### config.mk
export PLATFORM = sky130hd
export DESIGN_NAME = dn_loader_tx
export DESIGN_NICKNAME = d
export VERILOG_FILES = /design/src/rtl/dn_pkg.sv /design/src/rtl/dn_byte_fifo.sv /design/src/rtl/dn_loader_tx.sv
export SDC_FILE = /design/constraint.sdc
export NUM_CORES = 1
export LEC_CHECK = 0
export ABC_AREA = 1
export CAP_MARGIN = 20
export CORE_MARGIN = 2
export CORE_UTILIZATION = 59
export CTS_BUF_LIST = sky130_fd_sc_hd__clkbuf_4 sky130_fd_sc_hd__clkbuf_8
export CTS_CLUSTER_DIAMETER = 30
export DETAILED_ROUTE_END_ITERATION = 10
export PLACE_DENSITY = 0.83
export SLEW_MARGIN = 20
export SYNTH_ARGS = -nofsm -noshare
export SYNTH_HDL_FRONTEND = slang
export SYNTH_SLANG_ARGS = --single-unit
export TNS_END_PERCENT = 50
### constraint.sdc
create_clock -name clk_sys -period 3.1 [get_ports clk_sys]
set_input_delay 0.31 -clock clk_sys [delete_from_list [all_inputs] [get_ports clk_sys]]
set_output_delay 0.31 -clock clk_sys [all_outputs]
set_load 0.01 [all_outputs]
### src/rtl/dn_pkg.sv
// Shared definitions for the ROM download sourcing path.
package dn_pkg;

  typedef enum logic [1:0] {
    ST_IDLE = 2'd0,
    ST_XFER = 2'd1,
    ST_WAIT = 2'd2,
    ST_FIN  = 2'd3
  } dn_state_t;

  localparam logic [7:0] IDX_PGROM = 8'd0;
  localparam logic [7:0] IDX_CHROM = 8'd1;

endpackage

### src/rtl/dn_byte_fifo.sv
// Small synchronous byte FIFO with flush; read data comes straight from the storage registers.
module dn_byte_fifo #(
  parameter int unsigned FIFO_DEPTH = 4
) (
  input  logic       clk_sys,
  input  logic       reset_n,
  input  logic       flush,
  input  logic       push,
  input  logic [7:0] din,
  input  logic       pop,
  output logic [7:0] dout,
  output logic       full,
  output logic       empty
);

  localparam int unsigned PW = $clog2(FIFO_DEPTH);

  logic [7:0]    mem [FIFO_DEPTH];
  logic [PW-1:0] wr_ptr;
  logic [PW-1:0] rd_ptr;
  logic [PW:0]   count;
  logic          do_push;
  logic          do_pop;

  assign full    = (count == (PW+1)'(FIFO_DEPTH));
  assign empty   = (count == '0);
  assign do_pop  = pop && !empty;
  // A pop frees a slot in the same cycle, so push is legal on a full FIFO then.
  assign do_push = push && (!full || do_pop);
  assign dout    = mem[rd_ptr];

  always_ff @(posedge clk_sys or negedge reset_n) begin
    if (!reset_n) begin
      wr_ptr <= '0;
      rd_ptr <= '0;
      count  <= '0;
    end else if (flush) begin
      wr_ptr <= '0;
      rd_ptr <= '0;
      count  <= '0;
    end else begin
      if (do_push) wr_ptr <= wr_ptr + PW'(1);
      if (do_pop)  rd_ptr <= rd_ptr + PW'(1);
      case ({do_push, do_pop})
        2'b10:   count <= count + (PW+1)'(1);
        2'b01:   count <= count - (PW+1)'(1);
        default: count <= count;
      endcase
    end
  end

  always_ff @(posedge clk_sys) begin
    if (do_push) mem[wr_ptr] <= din;
  end

endmodule

### src/rtl/dn_loader_tx.sv
// Sources the ROM download port: buffers a byte stream and emits paced,
// auto-incrementing single-cycle writes.
module dn_loader_tx
  import dn_pkg::*;
#(
  parameter int unsigned ADDR_W     = 14,
  parameter int unsigned GAP        = 1,
  parameter int unsigned FIFO_DEPTH = 4
) (
  input  logic              clk_sys,
  input  logic              reset_n,
  input  logic              start,
  input  logic              abort,
  input  logic [7:0]        index_in,
  input  logic [ADDR_W:0]   length,
  input  logic [7:0]        s_data,
  input  logic              s_valid,
  output logic              s_ready,
  output logic [ADDR_W-1:0] dn_addr,
  output logic [7:0]        dn_data,
  output logic              dn_wr,
  output logic [7:0]        dn_index,
  output logic              dn_download,
  output logic              busy,
  output logic              done,
  output logic              err
);

  localparam logic [ADDR_W:0] LEN_MAX = {1'b1, {ADDR_W{1'b0}}};
  localparam logic [3:0]      GAP_LD  = (GAP > 0) ? 4'(GAP - 1) : 4'd0;

  dn_state_t         state, state_nxt;
  logic [ADDR_W:0]   len_q;
  logic [ADDR_W:0]   remaining;
  logic [ADDR_W:0]   accepted;
  logic [ADDR_W-1:0] addr;
  logic [3:0]        gap_cnt;

  logic       len_ok;
  logic       take_start;
  logic       reject;
  logic       pop;
  logic       push;
  logic       flush;
  logic       fifo_full;
  logic       fifo_empty;
  logic [7:0] fifo_dout;

  assign len_ok  = (length != '0) && (length <= LEN_MAX);
  assign busy    = (state != ST_IDLE);
  assign s_ready = busy && !fifo_full && (accepted < len_q);
  assign push    = s_valid && s_ready;

  dn_byte_fifo #(.FIFO_DEPTH(FIFO_DEPTH)) u_fifo (
    .clk_sys (clk_sys),
    .reset_n (reset_n),
    .flush   (flush),
    .push    (push),
    .din     (s_data),
    .pop     (pop),
    .dout    (fifo_dout),
    .full    (fifo_full),
    .empty   (fifo_empty)
  );

  always_ff @(posedge clk_sys or negedge reset_n) begin
    if (!reset_n) state <= ST_IDLE;
    else          state <= state_nxt;
  end

  always_comb begin
    state_nxt  = state;
    take_start = 1'b0;
    reject     = 1'b0;
    pop        = 1'b0;
    flush      = 1'b0;
    case (state)
      ST_IDLE: begin
        if (start) begin
          if (len_ok) begin
            take_start = 1'b1;
            state_nxt  = ST_XFER;
          end else begin
            reject = 1'b1;
          end
        end
      end
      ST_XFER: begin
        if (abort) begin
          flush     = 1'b1;
          state_nxt = ST_IDLE;
        end else if (!fifo_empty) begin
          pop = 1'b1;
          if (remaining == (ADDR_W+1)'(1)) state_nxt = ST_FIN;
          else if (GAP > 0)                state_nxt = ST_WAIT;
        end
      end
      ST_WAIT: begin
        if (abort) begin
          flush     = 1'b1;
          state_nxt = ST_IDLE;
        end else if (gap_cnt == '0) begin
          state_nxt = ST_XFER;
        end
      end
      ST_FIN: begin
        flush     = abort;
        state_nxt = ST_IDLE;
      end
      default: state_nxt = ST_IDLE;
    endcase
  end

  always_ff @(posedge clk_sys or negedge reset_n) begin
    if (!reset_n) begin
      dn_wr       <= 1'b0;
      dn_addr     <= '0;
      dn_data     <= '0;
      dn_index    <= '0;
      dn_download <= 1'b0;
      done        <= 1'b0;
      err         <= 1'b0;
      len_q       <= '0;
      remaining   <= '0;
      accepted    <= '0;
      addr        <= '0;
      gap_cnt     <= '0;
    end else begin
      dn_wr <= pop;
      err   <= reject;
      done  <= (state == ST_FIN) && !abort;
      if (take_start) begin
        dn_index    <= index_in;
        len_q       <= length;
        remaining   <= length;
        accepted    <= '0;
        addr        <= '0;
        dn_download <= 1'b1;
      end
      if (flush || state == ST_FIN) dn_download <= 1'b0;
      if (push) accepted <= accepted + (ADDR_W+1)'(1);
      // The final write leaves addr in place so a full-size transfer never wraps.
      if (pop) begin
        dn_addr   <= addr;
        dn_data   <= fifo_dout;
        remaining <= remaining - (ADDR_W+1)'(1);
        if (remaining != (ADDR_W+1)'(1)) addr <= addr + ADDR_W'(1);
      end
      if (pop)                                gap_cnt <= GAP_LD;
      else if (state == ST_WAIT && gap_cnt != '0) gap_cnt <= gap_cnt - 4'd1;
    end
  end

endmodule

=== After elaboration in Yosys (flattened, before gate mapping) ===
Memory sizes are Yosys's and may differ from the RTL's. A register that Yosys moved wholly into a read port is not among the register bits.
Index checks and enable logic that the tools add are counted.

* $add $sub $neg: 8
* Eq/ne operators: 12
* Shifts and indexed selects: 0
* Bitwise gates (word level): 0
* Reductions and logical operators: 29
* Order comparisons: 2
* Multiply operators: 0
* Divide/modulo/power cells: 0
* Mux-type cells: 38

{| class="wikitable"
|+ Operator list
! operator !! count
|-
| 15-bit two-way mux || 4
|-
| 14-bit two-way mux || 3
|-
| 2-bit two-way mux || 10
|-
| 15-bit by 1-bit adder with 15-bit output, second input constant || 1
|-
| 15-bit by 1-bit equality test with 1-bit output, second input constant || 1
|-
| 15-bit <= comparator, second input constant || 1
|-
| 15-bit < comparator || 1
|-
| 1-bit two-way mux || 15
|-
| 15-bit by 1-bit inequality test with 1-bit output, second input constant || 1
|-
| 15-bit nonzero test || 1
|-
| 15-bit by 1-bit subtractor with 15-bit output, second input constant || 1
|-
| 14-bit by 1-bit adder with 14-bit output, second input constant || 1
|-
| 2-bit nonzero test || 7
|-
| 1-bit logical AND || 8
|-
| 4-bit two-way mux || 2
|-
| 2-bit one-hot mux with 4 select lines || 1
|-
| 2-bit equality test, second input constant || 3
|-
| 3-bit inequality test, second input constant || 2
|-
| 3-bit one-hot mux with 2 select lines || 1
|-
| 2-bit by 1-bit adder with 2-bit output, second input constant || 2
|-
| 2-bit by 1-bit equality test with 1-bit output, second input constant || 2
|-
| 1-bit logical NOT || 4
|-
| 4-bit logical NOT || 1
|-
| 2-bit inequality test, second input constant || 2
|-
| 13 further kinds || 14
|}

* Output and inout bits: 36
* Memory bits (writable): 32
* Bits in registers: 98
* Bits of input ports: 36
* Bits in latches: 0
* Memories kept: 1
* ROM bits: 0

{| class="wikitable"
|+ Memories
! name !! depth !! width !! rd ports !! clocked after Yosys merged registers in !! wr ports !! RTL line !! text
|-
| u_fifo.mem || 4 || 8 || 1 || 1 || 1 || dn_byte_fifo.sv:18 || <nowiki>logic [7:0] mem [FIFO_DEPTH];</nowiki>
|}

=== Longest topological paths before layout ===
* Depth after elaboration: 10
* Depth in mapped cells: 20
* Gate-level depth less buffers: 20

=== Hierarchy ===
From an unflattened synthesis, not the netlist that was laid out.

* Cell total of the unflattened synthesis: 835
* Area total of the unflattened synthesis: 6976.7 sq um

{| class="wikitable"
|+ By module, submodules not included
! module !! instances !! cells each !! area each (sq um) !! seq. area each (sq um)
|-
| dn_loader_tx || 1 || 694 || 5288.8 || 2477.4
|-
| dn_byte_fifo || 1 || 141 || 1687.9 || 1136.1
|}

=== Worst setup path after synthesis ===
No wires, ideal clock.

* Path kind: flip-flop to flip-flop
* From: reg accepted[6]
* To: reg u_fifo.count[2]
* Arrival: 2.244 ns
* Buffers on the path: 0
* Library setup time: 0.117 ns
* Data required time: 2.983 ns
* Stages on the path, launching flop included: 17
* Slack: 0.739 ns
* Path through: dfrtp_1 > ha_1 > nand2_1 > inv_1 > a21oi_1 > nand2_1 > nand2_1 > nand3_2 > nand2_1 > inv_1 > fa_1 > xor2_1 > nand3_1 > nand2_1 > inv_1 > nand2_1 > nand2_1

* Longest elaborated chain between the ends: 7
* Elaborated cells between the ends (all ways): 9

{| class="wikitable"
|+ Ends and longest elaborated chain
! what !! RTL line !! text
|-
| from (decl) || dn_loader_tx.sv:35 || <nowiki>logic [ADDR_W:0] accepted;</nowiki>
|-
| from (signal assigned) || dn_loader_tx.sv:141 || <nowiki>if (push) accepted <= accepted + (ADDR_W+1)'(1);</nowiki>
|-
| 15-bit < comparator * || dn_loader_tx.sv:51 || <nowiki>assign s_ready = busy && !fifo_full && (accepted < len_q);</nowiki>
|-
| 1-bit logical AND * || dn_loader_tx.sv:51 ||
|-
| 1-bit logical AND * || dn_loader_tx.sv:52 || <nowiki>assign push = s_valid && s_ready;</nowiki>
|-
| 1-bit logical AND * || dn_byte_fifo.sv:29 || <nowiki>assign do_push = push && (!full || do_pop);</nowiki>
|-
| 2-bit by 1-bit equality test with 1-bit output / 2-bit equality test (equally long branches) || dn_byte_fifo.sv:44 || <nowiki>case ({do_push, do_pop})</nowiki>
|-
| 3-bit one-hot mux with 2 select lines || dn_byte_fifo.sv:44 ||
|-
| 3-bit two-way mux || dn_byte_fifo.sv:37 || <nowiki>end else if (flush) begin</nowiki>
|-
| to (signal assigned) || dn_byte_fifo.sv:45 || <nowiki>2'b10: count <= count + (PW+1)'(1);</nowiki>
|-
| to (signal assigned) || dn_byte_fifo.sv:46 || <nowiki>2'b01: count <= count - (PW+1)'(1);</nowiki>
|-
| to (signal assigned) || dn_byte_fifo.sv:47 || <nowiki>default: count <= count;</nowiki>
|-
| to (decl) || dn_byte_fifo.sv:21 || <nowiki>logic [PW:0] count;</nowiki>
|}

Mark *: on every way between the ends. The rest lies on a longest branch, timed or not.
A chain may end at the register's enable or synchronous reset.

=== Worst setup path after layout ===
* From: reg accepted[6]
* To: out s_ready

* Longest elaborated chain between the ends: 2

{| class="wikitable"
|+ Ends and longest elaborated chain
! what !! RTL line !! text
|-
| 15-bit < comparator || dn_loader_tx.sv:51 ||
|-
| 1-bit logical AND || dn_loader_tx.sv:51 ||
|-
| to (decl) || dn_loader_tx.sv:18 || <nowiki>output logic s_ready,</nowiki>
|}

No other way between the ends.

==> impl_metrics.json <==
{
  "status": "completed",
  "cts.path.max_buffers": 2,
  "fin_crit_ns": 2.710,
  "maxCapViolCount": 0,
  "syn-num-nets": 839,
  "cts_tree": "built",
  "worstSetupEndpointType": "output port",
  "ant_nets": 0,
  "critical_path_peak_fanout": 7,
  "power.share.combinational_pct": 34.6,
  "seqPwrFrac_pct": 42.4,
  "cts_inserted_buffers": 17,
  "dieArea_um2": 12290,
  "grt_pass1_vias": 5680,
  "routed_wl_mm": 16.00,
  "core_um2": 11270,
  "min-delay-start": "index_in[1]",
  "finalSetupViolations": 0,
  "avgViaCountPerCell": 5.557,
  "syn_inst": 778,
  "n_antenna_cell": 0,
  "grt_antenna_before_repair": 0,
  "netlist_area_um2": 6739,
  "clk_pin_slew_worst_paths_ns": 0.08,
  "layout_common_cells": "nand2_1, dfrtp_1, nor2_1",
  "internal_power_mw": 3.970,
  "p_clk_share_pct": 22.9,
  "drt_iter0_drc": 496,
  "slew_violations": 0,
  "peakVddDrop_mv": 0.4778,
  "cp-startpoint": "accepted[6]$_DFFE_PN0P_",
  "drcViolationCount": 0,
  "io_pins": 72,
  "yosysWarnings": 0,
  "avgSynthCellArea_um2": 8.662,
  "vias": 5618,
  "initial_core_util_pct": 59.78,
  "p_per_area_nw_per_um2": 805.0,
  "fin_nets": 916,
  "cts.sink_count": 138,
  "hold_viol": 0,
  "fmax_mhz": 369.1,
  "syn_to_final_growth_pct": 18.31,
  "root_buffer": "clkbuf_8",
  "hold_class": "in2reg",
  "gr-total-overflow": 0,
  "p_leak_nw": 3.691,
  "grt_usage_pct": 27.14,
  "regToRegSetupSlack_ns": 0.51,
  "setup_tns_ns": 0,
  "clock_latency_ns": 0.47,
  "worst_setup_path_start_kind": "register",
  "crit_arrival_ns": 2.40,
  "io_buffers": 71,
  "hpwl_mm": 11.27,
  "worstMarginPinSlew_ns": 0.8142,
  "period_share_pct": 87.40,
  "worstPathRequired_ns": 2.79,
  "holdWs_ns": 0.3737,
  "slew_headroom_pct": 45.52,
  "drive_above_1_share_pct": 6.797,
  "die_x_um": 110.9,
  "ys_seq_area_share_pct": 53.62,
  "yosys_register_bits": 138,
  "critical_path_class": "reg2out",
  "fillerInstances": 825,
  "fp.dieH_um": 110.9,
  "drtPass1Iterations": 5,
  "r2r-start": "accepted[6]$_DFFE_PN0P_",
  "cts.repair.resized": 0,
  "skew_ns": 0.01038,
  "htreeDepth": 4,
  "p_sw_share_pct": 38.14,
  "grt_pass1_wl_mm": 26.77,
  "switchingPower_mw": 2.448,
  "synth_cell_types": 41,
  "grt_max_degree": 62,
  "place_congestion": 0.8698,
  "final_common_cell": "nand2_1",
  "row_count": 39,
  "wl_per_cell_um": 15.83,
  "rsz0062_at_grt": "false"
}
## timing repair
item	in CTS	in global routing
hold buffers	1	0
buffers inserted	0	0
endpoints found under the hold margin	59	0
## kinds of logic (layout without fill, tap and decap cells)
kind of cell / count (synthesis) / in the layout / share of synthesized area, %
simple gates: 360 / 360 / 22.91
flops: 138 / 138 / 53.62
compound gates: 120 / 120 / 9.562
buf+inv: 120 / 210 / 7.204
fa+ha+maj: 25 / 25 / 4.753
xor+xnor: 15 / 15 / 1.949
## per-stage QoR
stage               instances  setup WS, ns  total power, mW  utilization, %  cell area (µm²)
finish                   1011        0.3905            6.418           70.73             7973
global placement          978        0.6416            4.811           67.14             7569
CTS                      1011        0.3758            6.438           70.73             7973
detailed placement        978        0.5472            4.941           67.14             7569
floorplan                 778        0.7390            4.090               -             6739
global route             1011        0.2436            6.863           70.73             7973
## state kept, by name (all words and copies together), names as in the netlist, 3 cells and up
name / count
accepted: 15
addr: 14
dn_addr: 14
dn_data: 8
dn_index: 8
gap_cnt: 4
len_q: 15
remaining: 15
u_fifo.count: 3
u_fifo.mem: 32
## critical path: stages, from the launching register on
cell and delay [ns]:
dfrtp_1 0.46, ha_1 0.32, nand2_1 0.08, inv_1 0.04
a21oi_1 0.13, nand2_1 0.07, nand2_1 0.11, and2_1 0.17
clkdlybuf4s50_1 0.55
## worst paths after layout
check | endpoint | cells after the start
worst max-delay path | s_ready | 8
worst min-delay path | dn_index[1]$_DFFE_PN0P_ | 3
worst max register to register | u_fifo.count[2]$_DFFE_PN0P_ | 16
worst min register to register | dn_addr[7]$_DFFE_PN0N_ | 2
max in group asynchronous | u_fifo.count[2]$_DFFE_PN0P_ | 3
min in group asynchronous | remaining[7]$_DFFE_PN0P_ | 2
## power by group through the flow
| stage | combinational, mW | clock [mW] | sequential, mW |
|---|---|---|---|
| 6_report | 2.22 | 1.47 | 2.72 |
| 5_1_grt | 2.51 | 1.57 | 2.79 |
| 4_1_cts | 2.23 | 1.49 | 2.72 |
| 3_5_place_dp | 2.20 | 0 | 2.74 |
| 3_3_place_gp | 2.10 | 0 | 2.72 |
| 2_1_floorplan | 1.41 | 0 | 2.68 |
## layer usage
layer	wire, µm	vias to the layer above	global-route usage (%)	share of wire, %
met5	0	-	0	0
met2	7869	214	43.89	49
met3	1045	29	6.889	6.5
met1	6777	2684	35.79	42
li1	-	2691	-	-
met4	308	0	9.917	1.9
## Yosys cell counts (all sizes together)
| cell | instances | area (µm²) |
|---|---|---|
| o21a | 1 | 7.510 |
| nand2 | 183 | 701.9 |
| dfrtp | 106 | 2653 |
| fa | 1 | 20.02 |
| clkbuf | 5 | 18.77 |
| a31oi | 9 | 56.30 |
| o221ai | 1 | 8.760 |
| ha | 24 | 300.3 |
| or2 | 1 | 6.260 |
| nor4 | 3 | 18.77 |
| o22ai | 4 | 25.02 |
| o21ai | 77 | 385.4 |
| o211ai | 5 | 37.54 |
| nand4 | 11 | 68.82 |
| xor2 | 10 | 87.58 |
| nor2 | 96 | 372.8 |
| and3 | 1 | 6.260 |
| edfxtp | 32 | 960.9 |
| nor3b | 2 | 20.02 |
| xnor2 | 5 | 43.79 |
| o31ai | 1 | 7.510 |
| and2 | 1 | 6.260 |
| a21o | 1 | 7.510 |
| buf | 17 | 98.84 |
| nand3b | 1 | 7.510 |
| nor3 | 17 | 105.1 |
| a21oi | 21 | 108.9 |
| inv | 96 | 360.3 |
| nand3 | 44 | 230.2 |
| clkinv | 2 | 7.510 |
## cell type report
| cell class | count | area [µm²] | area share [%] |
|---|---|---|---|
| sequential | 138 | 3613 | 45.32 |
| inverter | 98 | 367.9 | 4.614 |
| clock buffer | 18 | 247.7 | 3.107 |
| timing repair buffer | 80 | 778.2 | 9.761 |
| tap | 143 | 178.9 | 2.244 |
| multi-input combinational | 520 | 2640 | 33.11 |
| clock inverter | 14 | 146.4 | 1.836 |
No activity file was read; power rests on OpenSTA's default activity.
